### src/rtl/cache_pkg.sv
// Shared types for the cache refill controller.
// Holds the refill FSM state encoding.
package cache_pkg;

    typedef enum logic [2:0] {
        IDLE,
        LOOKUP,
        MEM_REQ,
        MEM_WAIT,
        FILL
    } refill_state_t;

endpackage

### src/rtl/cache_refill_controller_sat_counter.sv
// Saturating event counter used for hit/miss statistics.
// Holds at all-ones instead of wrapping.
module sat_counter #(
    parameter int WIDTH = 32
) (
    input  logic             clk,
    input  logic             rst,
    input  logic             inc,
    output logic [WIDTH-1:0] count
);

    always_ff @(posedge clk or posedge rst) begin
        if (rst) begin
            count <= '0;
        end else if (inc && (count != '1)) begin
            count <= count + 1'b1;
        end
    end

endmodule

### src/rtl/cache_refill_controller.sv
// Refill controller between a core, a two-way LRU cache and memory.
// Write-through, write-allocate; one outstanding access at a time.
module cache_refill_controller
    import cache_pkg::*;
#(
    parameter int ADDR_SIZE  = 32,
    parameter int BLOCK_SIZE = 32,
    parameter int CNT_SIZE   = 32
) (
    input  logic                  clk,
    input  logic                  rst,
    input  logic                  core_req,
    input  logic [ADDR_SIZE-1:0]  core_addr,
    input  logic                  core_we,
    input  logic [BLOCK_SIZE-1:0] core_wdata,
    output logic [BLOCK_SIZE-1:0] core_rdata,
    output logic                  core_ready,
    output logic [ADDR_SIZE-1:0]  cache_addr,
    output logic                  cache_we,
    output logic [BLOCK_SIZE-1:0] cache_wdata,
    input  logic [BLOCK_SIZE-1:0] cache_rdata,
    input  logic                  cache_hit,
    output logic                  mem_req_valid,
    input  logic                  mem_req_ready,
    output logic [ADDR_SIZE-1:0]  mem_req_addr,
    output logic                  mem_req_we,
    output logic [BLOCK_SIZE-1:0] mem_req_wdata,
    input  logic                  mem_resp_valid,
    input  logic [BLOCK_SIZE-1:0] mem_resp_data,
    output logic [CNT_SIZE-1:0]   hit_count,
    output logic [CNT_SIZE-1:0]   miss_count
);

    refill_state_t state, state_next;

    logic [ADDR_SIZE-1:0]  addr_q;
    logic                  we_q;
    logic [BLOCK_SIZE-1:0] wdata_q;
    logic [BLOCK_SIZE-1:0] fill_q;
    logic                  hit_inc;
    logic                  miss_inc;

    always_ff @(posedge clk or posedge rst) begin
        if (rst) begin
            state   <= IDLE;
            addr_q  <= '0;
            we_q    <= 1'b0;
            wdata_q <= '0;
            fill_q  <= '0;
        end else begin
            state <= state_next;
            if (state == IDLE && core_req) begin
                addr_q  <= core_addr;
                we_q    <= core_we;
                wdata_q <= core_wdata;
            end
            // Only read refills carry data; write acks are dataless
            if (state == MEM_WAIT && mem_resp_valid && !we_q) begin
                fill_q <= mem_resp_data;
            end
        end
    end

    assign cache_addr    = addr_q;
    assign mem_req_addr  = addr_q;
    assign mem_req_we    = we_q;
    assign mem_req_wdata = wdata_q;

    always_comb begin
        state_next    = state;
        core_rdata    = '0;
        core_ready    = 1'b0;
        cache_we      = 1'b0;
        cache_wdata   = '0;
        mem_req_valid = 1'b0;
        hit_inc       = 1'b0;
        miss_inc      = 1'b0;
        unique case (state)
            IDLE: begin
                if (core_req) state_next = LOOKUP;
            end
            LOOKUP: begin
                hit_inc  = cache_hit;
                miss_inc = !cache_hit;
                if (we_q) begin
                    cache_we    = 1'b1;
                    cache_wdata = wdata_q;
                    state_next  = MEM_REQ;
                end else if (cache_hit) begin
                    core_rdata = cache_rdata;
                    core_ready = 1'b1;
                    state_next = IDLE;
                end else begin
                    state_next = MEM_REQ;
                end
            end
            MEM_REQ: begin
                mem_req_valid = 1'b1;
                if (mem_req_ready) state_next = MEM_WAIT;
            end
            MEM_WAIT: begin
                if (mem_resp_valid) begin
                    if (we_q) begin
                        core_ready = 1'b1;
                        state_next = IDLE;
                    end else begin
                        state_next = FILL;
                    end
                end
            end
            FILL: begin
                cache_we    = 1'b1;
                cache_wdata = fill_q;
                core_rdata  = fill_q;
                core_ready  = 1'b1;
                state_next  = IDLE;
            end
            default: state_next = IDLE;
        endcase
    end

    sat_counter #(.WIDTH(CNT_SIZE)) u_hit_cnt (
        .clk   (clk),
        .rst   (rst),
        .inc   (hit_inc),
        .count (hit_count)
    );

    sat_counter #(.WIDTH(CNT_SIZE)) u_miss_cnt (
        .clk   (clk),
        .rst   (rst),
        .inc   (miss_inc),
        .count (miss_count)
    );

endmodule
### config.mk
export PLATFORM = sky130hd
export DESIGN_NAME = cache_refill_controller
export DESIGN_NICKNAME = d
export VERILOG_FILES = /design/src/rtl/cache_pkg.sv /design/src/rtl/cache_refill_controller_sat_counter.sv /design/src/rtl/cache_refill_controller.sv
export SDC_FILE = /design/constraint.sdc
export NUM_CORES = 1
export LEC_CHECK = 0
export ABC_CLOCK_PERIOD_IN_PS = 10350
export CAP_MARGIN = 20
export CORE_AREA = 2 2 140 142
export DETAILED_ROUTE_END_ITERATION = 12
export DIE_AREA = 0 0 142 144
export HOLD_SLACK_MARGIN = 0.06
export PLACE_DENSITY = 0.81
export SYNTH_ARGS = -nofsm -noshare
export SYNTH_HDL_FRONTEND = slang
export SYNTH_SLANG_ARGS = --single-unit
### constraint.sdc
create_clock -name clk -period 10.35 [get_ports clk]
set_input_delay 2.07 -clock clk [delete_from_list [all_inputs] [get_ports clk]]
set_output_delay 2.07 -clock clk [all_outputs]
set_load 0.01 [all_outputs]
==> results.json <==
{
  "slew_violations": 0,
  "crit_type": "primary input to output pin",
  "layout_commonest_cell": "clkdlybuf4s50_1",
  "critPathTopFamily": "buffers and inverters",
  "ys_ff_latch": 164,
  "max_cap_viol_count": 0,
  "cellLeakagePower_nw": 5.058,
  "maxSlewHeadroom": 0.3905,
  "cp-start-kind": "primary input",
  "die_h_um": 144,
  "crit_chain": "clkdlybuf4s50_1 > and3_1 > buf_4 > a22o_1 > clkdlybuf4s50_1",
  "hold_path_depth": 1,
  "design.core.area_um2": 19080,
  "die_area_um2": 20450,
  "yosys_warnings": 0,
  "insertion_delay_ns": 0.43,
  "grt_max_degree": 84,
  "min_from": "u_miss_cnt.count[10]",
  "top_usage_layer": "met2",
  "r2r-start": "u_hit_cnt.count[16]",
  "antenna_cells": 0,
  "met3_usage": 0.05066,
  "cts.sinks": 164,
  "synth_area_leaders": "dfrtp_1, mux2_2, a22o_1",
  "dp_hpwl_mm": 18.02,
  "path_clk_slew_ns": 0.06,
  "ys.flop_type": "dfrtp_1",
  "layout-drive-gt1-share": 0.1172,
  "async_flop_share": 1.000,
  "layout_min_cycle_time_ns": 6.084,
  "grt_use_met2": 0.3982,
  "drtPass1Iterations": 4,
  "wire_per_inst_um": 19.42,
  "cts_root_buffer": "clkbuf_16",
  "routabilityCongestion": 0.8394,
  "final_antenna_net_count": 0,
  "grt_pass1_wl_mm": 37.45,
  "setup_viol": 0,
  "r2r_end": "u_hit_cnt.count[1]",
  "syn_inst": 710,
  "synth_area_um2": 7896,
  "final_cell_mix": "clkdlybuf4s50_1, dfrtp_1, nand2_1",
  "final_nets": 1165,
  "critPathMaxStageDelay_ns": 0.59,
  "crit_slowest_cell": "clkdlybuf4s50_1",
  "vias_per_cell": 5.261,
  "die_w_um": 142,
  "hp-class": "register to register",
  "rrSetupSlack_ns": 7.85,
  "synth_cell_types": 48,
  "finalHoldViolCount": 0,
  "synth_top_area_cell": "dfrtp_1",
  "tritoncts": "built",
  "clock.fmax_mhz": 164.4,
  "num_vias": 6729,
  "crit_fanout": 32,
  "final_util": 0.6340,
  "synth_edf_count": 0,
  "areaGrowthSynthToFinish_pct": 53.19,
  "crit_path_end_kind": "output pin",
  "wl_mm": 24.84,
  "worst_pin_slew_ns": 0.9143,
  "cts_buffer_depth": 2,
  "initial_core_util": 0.4139,
  "drt_iter0_drc": 380,
  "fin_skew_ns": 0.01180,
  "num_rows": 51,
  "p_per_area_nw_per_um2": 236.2,
  "cts_setup_buffers": 0,
  "worst-r2r-cell-count": 5,
  "ir_drop_mv": 0.1431,
  "htree_levels": 4,
  "hold_ws_ns": 0.4960,
  "numPortBuffers": 362,
  "use_met1": 0.3104,
  "grt_setup_unrepaired": "false",
  "num_io_pins": 363,
  "crit_required_ns": 8.28,
  "syn_nets": 847,
  "cts_resized": 0,
  "seq_area_frac_synth": 0.5197,
  "fin_setup_tns_ns": 0,
  "cts_buffers": 17,
  "nFillCells": 1520,
  "grt_pass1_vias": 6516,
  "cp_num_buf_inv": 3,
  "critPathArrivalTime_ns": 4.01,
  "antenna_found_initial": 0,
  "drc": 0,
  "overflow": 0,
  "hold-path-endpoint": "u_miss_cnt.count[10]",
  "min_period_over_period": 0.5878,
  "yosysTopAreaCellShare": 0.5197,
  "track_usage": 0.2365,
  "syn_avg_cell_area_um2": 11.12,
  "path_common_cell": "clkdlybuf4s50_1",
  "cts_hold_buf": 0,
  "outcome": "complete, no violations"
}
## area by class of cell
class	instances	area [um^2]	share of cell area
timing repair buffer	370	3704	0.3062
tap	238	297.8	0.02462
multi-input combinational	467	3369	0.2785
clock buffer	22	464.2	0.03837
sequential	164	4104	0.3393
inverter	8	35.03	0.002896
clock inverter	10	122.6	0.01014
## logic make-up (layout without fill, tap and decap cells)
kind of cell,Yosys count,count (layout),share of synthesized area
multiplexers,68,68,0.09681
AO/OA/AOI/OAI,79,79,0.09032
adder cells (fa/ha/maj),2,2,0.003169
XOR/XNOR,58,58,0.06433
buffers and inverters,79,410,0.05451
flip-flops,164,164,0.5197
AND/OR/NAND/NOR,260,260,0.1711
## per-stage QoR
stage	instances	total power, mW	worst slack (ns)	cell area, um^2
floorplan	710	1.603	3.847	7896
global placement	1246	2.209	4.342	11480
detailed placement	1246	2.237	4.310	11480
CTS	1278	2.878	4.288	12070
global route	1279	3.005	4.175	12100
finish	1279	2.857	4.266	12100
## power breakdown
| part | leakage, nW | switching, mW | internal [mW] |
|---|---|---|---|
| Sequential | 2.07 | 0.216 | 0.852 |
| Combinational | 2.70 | 0.462 | 0.694 |
| Clock | 0.283 | 0.263 | 0.371 |
## synth_stat cells, types with 2 or more instances
library cell  instances
o21a_1                2
a2111oi_4             2
nor2_1               12
and2_1                3
and3_1               14
clkbuf_1             29
buf_4                33
buf_2                 8
inv_1                 8
ha_1                  2
nor3_1               11
nand2_1             128
nor4_1                9
o211ai_1              2
a22o_1               64
nand3_1              28
dfrtp_1             164
xnor2_1              42
mux2_2               67
nand4_1              24
xor2_1               16
o21ai_0               3
and4_1                9
nor4_2                6
## worst max path at each step
stage	to	slack (ns)	cells past startpoint	startpoint
after global routing	core_rdata[28]	4.18	5	cache_hit
after detailed placement	core_rdata[0]	4.31	5	cache_hit
after floorplan	cache_addr[0]	3.85	1	rst
final	core_rdata[0]	4.27	5	cache_hit
after CTS	core_rdata[0]	4.29	5	cache_hit
after global placement	core_rdata[5]	4.34	5	cache_hit
## layer usage
layer | wire length [um] | part of all wire | vias to the layer above
met4 | 412 | 0.017 | 0
met1 | 10310 | 0.41 | 3301
li1 | - | - | 3133
met2 | 12560 | 0.51 | 266
met5 | 0 | 0 | -
met3 | 1568 | 0.063 | 29
## registers in the layout, summed over array words and instances (netlist names)
name,cells
cache_addr,32
fill_q,32
mem_req_wdata,32
u_hit_cnt.count,32
u_miss_cnt.count,32
state,3
mem_req_we,1
Power figures use the tool's default switching activity.
==> edit 1 (same flow settings) <==
Make the reset (`rst`) synchronous in 2 clocked blocks.
--- a/src/rtl/cache_refill_controller_sat_counter.sv
+++ b/src/rtl/cache_refill_controller_sat_counter.sv
@@ -10,5 +10,5 @@
 );
 
-    always_ff @(posedge clk or posedge rst) begin
+    always_ff @(posedge clk) begin
         if (rst) begin
             count <= '0;
--- a/src/rtl/cache_refill_controller.sv
+++ b/src/rtl/cache_refill_controller.sv
@@ -41,5 +41,5 @@
     logic                  miss_inc;
 
-    always_ff @(posedge clk or posedge rst) begin
+    always_ff @(posedge clk) begin
         if (rst) begin
             state   <= IDLE;
Formal check against the unedited RTL: differs if rst is asserted again (counterexample within 4 cycles, from zero or initial values and one cycle with rst high); with rst held inactive, the same outputs for 4 cycles.
==> edit 1 against the unedited design <==
- setup slack got worse by 75 ps
- register-to-register slack worse by 150 ps
- design area fell by 2.5%
- non-clock buffer count increased by 5
- synthesized cell count increased by 36%
- synthesized area is 2.8% lower
- critical path type unchanged
- count of clock-buffer cells in the layout down 4
- wire length rose by 11%
- sequential cell count did not move
- highest routed layer unchanged
Power is not compared: it rests on default switching activity, and its combinational part moved more than twofold at a synthesized area within 25%.
==> edit 1: results (changes against the unedited design) <==
STA
The clock skew after layout is 17.3 ps (was 11.8 ps). The slew at the pin closest to its max-slew limit is 740 ps (was 914 ps). The hold slack is 470 ps (was 496 ps).

Setup path
The worst reg2reg path endpoint is u_miss_cnt.count[18]$_SDFFE_PP0P_ (was u_hit_cnt.count[1]$_DFFE_PP0P_). The capturing element of the worst setup path was core_rdata[31] (was core_rdata[0]). The worst flop-to-flop path startpoint was state[0]$_SDFFE_PP0P_ (was u_hit_cnt.count[16]$_DFFE_PP0P_).

Synthesis
The synthesized-area fraction occupied by adder cells is 0.326% (was 0.317%). The sequential fraction of the synthesis area is 42.8% (was 52.0%). Main area contributors after synthesis: dfxtp_1 43%, nand2_1 11%, a21oi_1 8.7% (was dfrtp_1 52%, mux2_2 9.6%, a22o_1 7.1%). The count of unique library cells instantiated by Yosys is 46 (was 48). List of most frequent post-synthesis cells: 225 x nand2_1, 164 x dfxtp_1, 133 x a21oi_1 (was 164 x dfrtp_1, 128 x nand2_1, 67 x mux2_2). The dominant synthesized flop cell is dfxtp_1 (was dfrtp_1).

The fraction of registers with async set/reset is 0% (was 100%). The xor and xnor fraction of the mapped netlist area was 2.05% (was 6.43%).

Drt
The wire length on met2 is 13200 um (was 12600 um). The detailed-route wire length is 27600 um (was 24800 um). The routed via count is 8143 (was 6729). The wire length on met3 came to 1900 um (was 1570 um).

The number of vias per cell after detailed routing is 5.39 (was 5.26). The routed length on met1 is 11500 um (was 10300 um). The number of DRC violations after detailed-routing iteration 0 is 384 (was 380).

GRT
The number of global-route vias before repair is 7680 (was 6516). The met2 usage in global routing is 41.7% (was 39.8%). The met3 capacity usage during global routing came to 7.55% (was 5.07%). The largest net degree at the start of global routing is 115 (was 84).

Layout
The number of non-clock inverters is 4 (was 8). The buffer count excluding the clock tree in the final layout is 375 (was 370). The antenna diode count is 4 (was 0). The portion of the layout cell area used by clock cells came to 4.77% (was 4.85%). The register share of the cell area is 27.8% (was 33.9%). The area used by multi-input combinational logic is 3890 um2 (was 3370 um2). The number of multi-input combinational cells is 696 (was 467).

The final sequential cell count was 164 (unchanged). The clock buffer instance count of the final layout is 18 (was 22).

Min path
The worst hold endpoint is cache_addr[30]$_SDFFE_PP0P_ (was u_miss_cnt.count[10]$_DFFE_PP0P_).

Status
Outcome: finished, final reports clean (unchanged).

Placement
The post-placement cell count was 1476 (was 1246). The final HPWL from detailed placement is 19800 um (was 18000 um).
[edit 1: cell types whose count changed after synthesis, sizes merged, moves of 12 or more]
cell / unedited run / this run
a21oi: 1 / 133
clkbuf: 29 / 64
dfrtp: 164 / 0
dfxtp: 0 / 164
mux2: 67 / 10
nand2: 128 / 225
nor2: 12 / 40
o21ai: 3 / 25
or3: 0 / 26
xnor2: 42 / 14
xor2: 16 / 4
[edit 1: through the flow]
stage | worst slack, ps | util, %
2_1_floorplan | 5390 | -
3_3_place_gp | 4260 | 58.7
3_5_place_dp | 4220 | 58.7
4_1_cts | 4210 | 61.6
5_1_grt | 4130 | 61.8
6_report | 4190 | 61.8
[edit 1: critical path, cell delays in order]
cell	delay, ps
clkdlybuf4s50_1	580
and4b_1	230
buf_4	380
a22o_1	270
clkdlybuf4s50_1	560
==> edit 2 (same flow settings) <==
Without the edit above. Change the parameter `CNT_SIZE` from 32 to 16.
--- a/src/rtl/cache_refill_controller.sv
+++ b/src/rtl/cache_refill_controller.sv
@@ -6,5 +6,5 @@
     parameter int ADDR_SIZE  = 32,
     parameter int BLOCK_SIZE = 32,
-    parameter int CNT_SIZE   = 32
+    parameter int CNT_SIZE   = 16
 ) (
     input  logic                  clk,
Ports: changed (resized hit_count and miss_count); port bits go from 363 to 331. No check against the original RTL was run, so the function may have changed too.
==> edit 2 against the unedited design <==
- global-route usage is 5.2 points lower
- sequential cell count is 32 lower
- cell count is 19% lower
- clock skew is 6.0 ps lower
- power is 4.7% lower
- setup slack worse by 250 ps
- design area is 16% lower
- wire length is 22% lower
- sequential power is 12% lower
- synthesized cell count is 31% lower
- critical path depth stayed put
- synthesized area is 21% lower
==> edit 2: results (changes against the unedited design) <==
Layout
The proportion of layout cells with a drive suffix above 1 is 18.7% (was 11.7%). The number of nets in the layout came to 920 (was 1165).

Min path
The worst hold endpoint is u_hit_cnt.count[15]$_DFFE_PP0P_ (was u_miss_cnt.count[10]$_DFFE_PP0P_). The launch instance of the worst min-delay path is u_hit_cnt.count[15]$_DFFE_PP0P_ (was u_miss_cnt.count[10]$_DFFE_PP0P_). The class of the worst hold path is flip-flop to flip-flop (unchanged).

GRT
The total global-route track usage is 18.4% (was 23.7%). The first-pass GRT wire length is 28800 um (was 37500 um). The initial antenna violation count is 1 (was 0). The largest net degree at the start of global routing came to 68 (was 84).

Placement
The final estimated routing congestion in global placement is 0.779 (was 0.839). The number of port buffers is 330 (was 362). The instance area at placement was 9570 um2 (was 11500 um2).

The worst slack at placement came to 4020 ps (was 4310 ps). The final HPWL from detailed placement came to 14200 um (was 18000 um). The post-placement cell count is 1002 (was 1246).

Setup path
The minimum setup slack among reg-to-reg paths is 7700 ps (was 7850 ps). The arrival time of data at the critical path endpoint is 4260 ps (was 4010 ps). The worst reg2reg path endpoint is cache_addr[25]$_DFFE_PP0P_ (was u_hit_cnt.count[1]$_DFFE_PP0P_). The worst flop-to-flop path startpoint was state[1]$_DFFE_PP0P_ (was u_hit_cnt.count[16]$_DFFE_PP0P_). The highest net fanout along the worst path is 29 (was 32).

Synthesis
The sequential fraction of the synthesis area is 52.7% (was 52.0%). Main area contributors after synthesis: dfrtp_1 53%, mux2_2 18%, a22o_1 8.9% (was dfrtp_1 52%, mux2_2 9.6%, a22o_1 7.1%). The net count after synthesis is 625 (was 847). List of most frequent post-synthesis cells: 132 x dfrtp_1, 99 x mux2_2, 64 x a22o_1 (was 164 x dfrtp_1, 128 x nand2_1, 67 x mux2_2). The average footprint of a synthesized cell is 12.8 um2 (was 11.1 um2).

The count of unique library cells instantiated by Yosys came to 44 (was 48). The fraction of registers with async set/reset is 100% (unchanged).

Drt
The number of DRC violations after detailed-routing iteration 0 is 158 (was 380). The routed via count came to 5202 (was 6729). The number of vias per cell after detailed routing came to 5.03 (was 5.26). The average routed wire per standard cell is 18.8 um (was 19.4 um).

Clocking
The clock latency on the worst-skew pair is 410 ps (was 430 ps). The quantity of gates resized following cts is 0 (unchanged).

Power
The total leakage power was 4.16 nW (was 5.06 nW). The share of total power consumed by net switching is 32.0% (was 32.9%). The worst IR drop on VDD came to 0.161 mV (was 0.143 mV).

Job
The number of maximum-capacitance violations came to 0 (unchanged).

STA
The headroom to the max-slew limit is 34.7% (was 39.0%). The clock skew after layout came to 5.79 ps (was 11.8 ps).

Status
Outcome: finished, final reports clean (unchanged).
edit 2: cell types whose count changed in the layout (fill, tap and decap cells not counted), moves of 9 or more:
cell / unedited run / this run
nand2_1: 128 / 16
clkdlybuf4s50_1: 362 / 330
dfrtp_1: 164 / 132
mux2_2: 67 / 99
xnor2_1: 42 / 13
nand3_1: 28 / 9
nand4_1: 24 / 11
and3_1: 14 / 5
edit 2: routing by layer:
layer / part of all wire [%] / track usage [%] / vias up / wire [um]
met5: 0 / 0 / - / 0
met4: 1.9 / 6.58 / 0 / 370
met3: 6.0 / 5.26 / 21 / 1170
met2: 51 / 31.3 / 206 / 9960
met1: 41 / 22.5 / 2601 / 7900
li1: - / - / 2374 / -
edit 2: worst max-delay path, cell delays in order:
cell and delay, ps:
clkdlybuf4s50_1 590, and4b_1 380, buf_4 410, a22o_1 240, clkdlybuf4s50_1 550
edit 2: power by group through the flow:
| stage | clock network [mW] | registers, mW | logic, mW |
|---|---|---|---|
| 3_5_place_dp | 0 | 0.954 | 1.15 |
| 5_1_grt | 0.671 | 0.980 | 1.22 |
| 4_1_cts | 0.646 | 0.949 | 1.16 |
| 3_3_place_gp | 0 | 0.949 | 1.14 |
| 2_1_floorplan | 0 | 0.949 | 0.539 |
| 6_report | 0.632 | 0.945 | 1.15 |
edit 2: kinds of logic (layout without fill, tap and decap cells):
family	after synthesis	count (layout)	share of synthesized area (%)
DFF	132	132	52.7
muxes	102	102	18.4
AOI/OAI and AO/OA	82	82	10.9
and+or+nand+nor	82	82	8.27
buffers and inverters	64	371	5.91
xor gates and xnor gates	24	24	3.36
adders and majority gates	2	2	0.399
other	0	1	0
edit 2: worst max-delay path by stage:
stage          depth (start not counted)      start  slack [ps]                        end
6_report                               5  cache_hit        4020             core_rdata[14]
3_5_place_dp                           5  cache_hit        4020             core_rdata[14]
5_1_grt                                5  cache_hit        3940             core_rdata[14]
3_3_place_gp                           5  cache_hit        4060             core_rdata[14]
2_1_floorplan                          1        rst        4750  cache_addr[0]$_DFFE_PP0P_
4_1_cts                                5  cache_hit        4020             core_rdata[14]
edit 2: metrics by stage:
step                      hold slack, ps  utilization, %
after floorplan                      503               -
after global placement               488            50.2
after detailed placement             493            50.2
after CTS                            506            53.4
after global routing                 537            53.4
final                                511            53.4
edit 2: cell type report:
type	count	area (um2)
Multi-Input combinational cell	292	2610
Sequential cell	132	3300
Clock inverter	13	184
Antenna cell	1	2.50
Fill cell	1645	8890
Tap cell	238	298
Inverter	4	20.0
Clock buffer	18	429
Timing Repair Buffer	336	3350
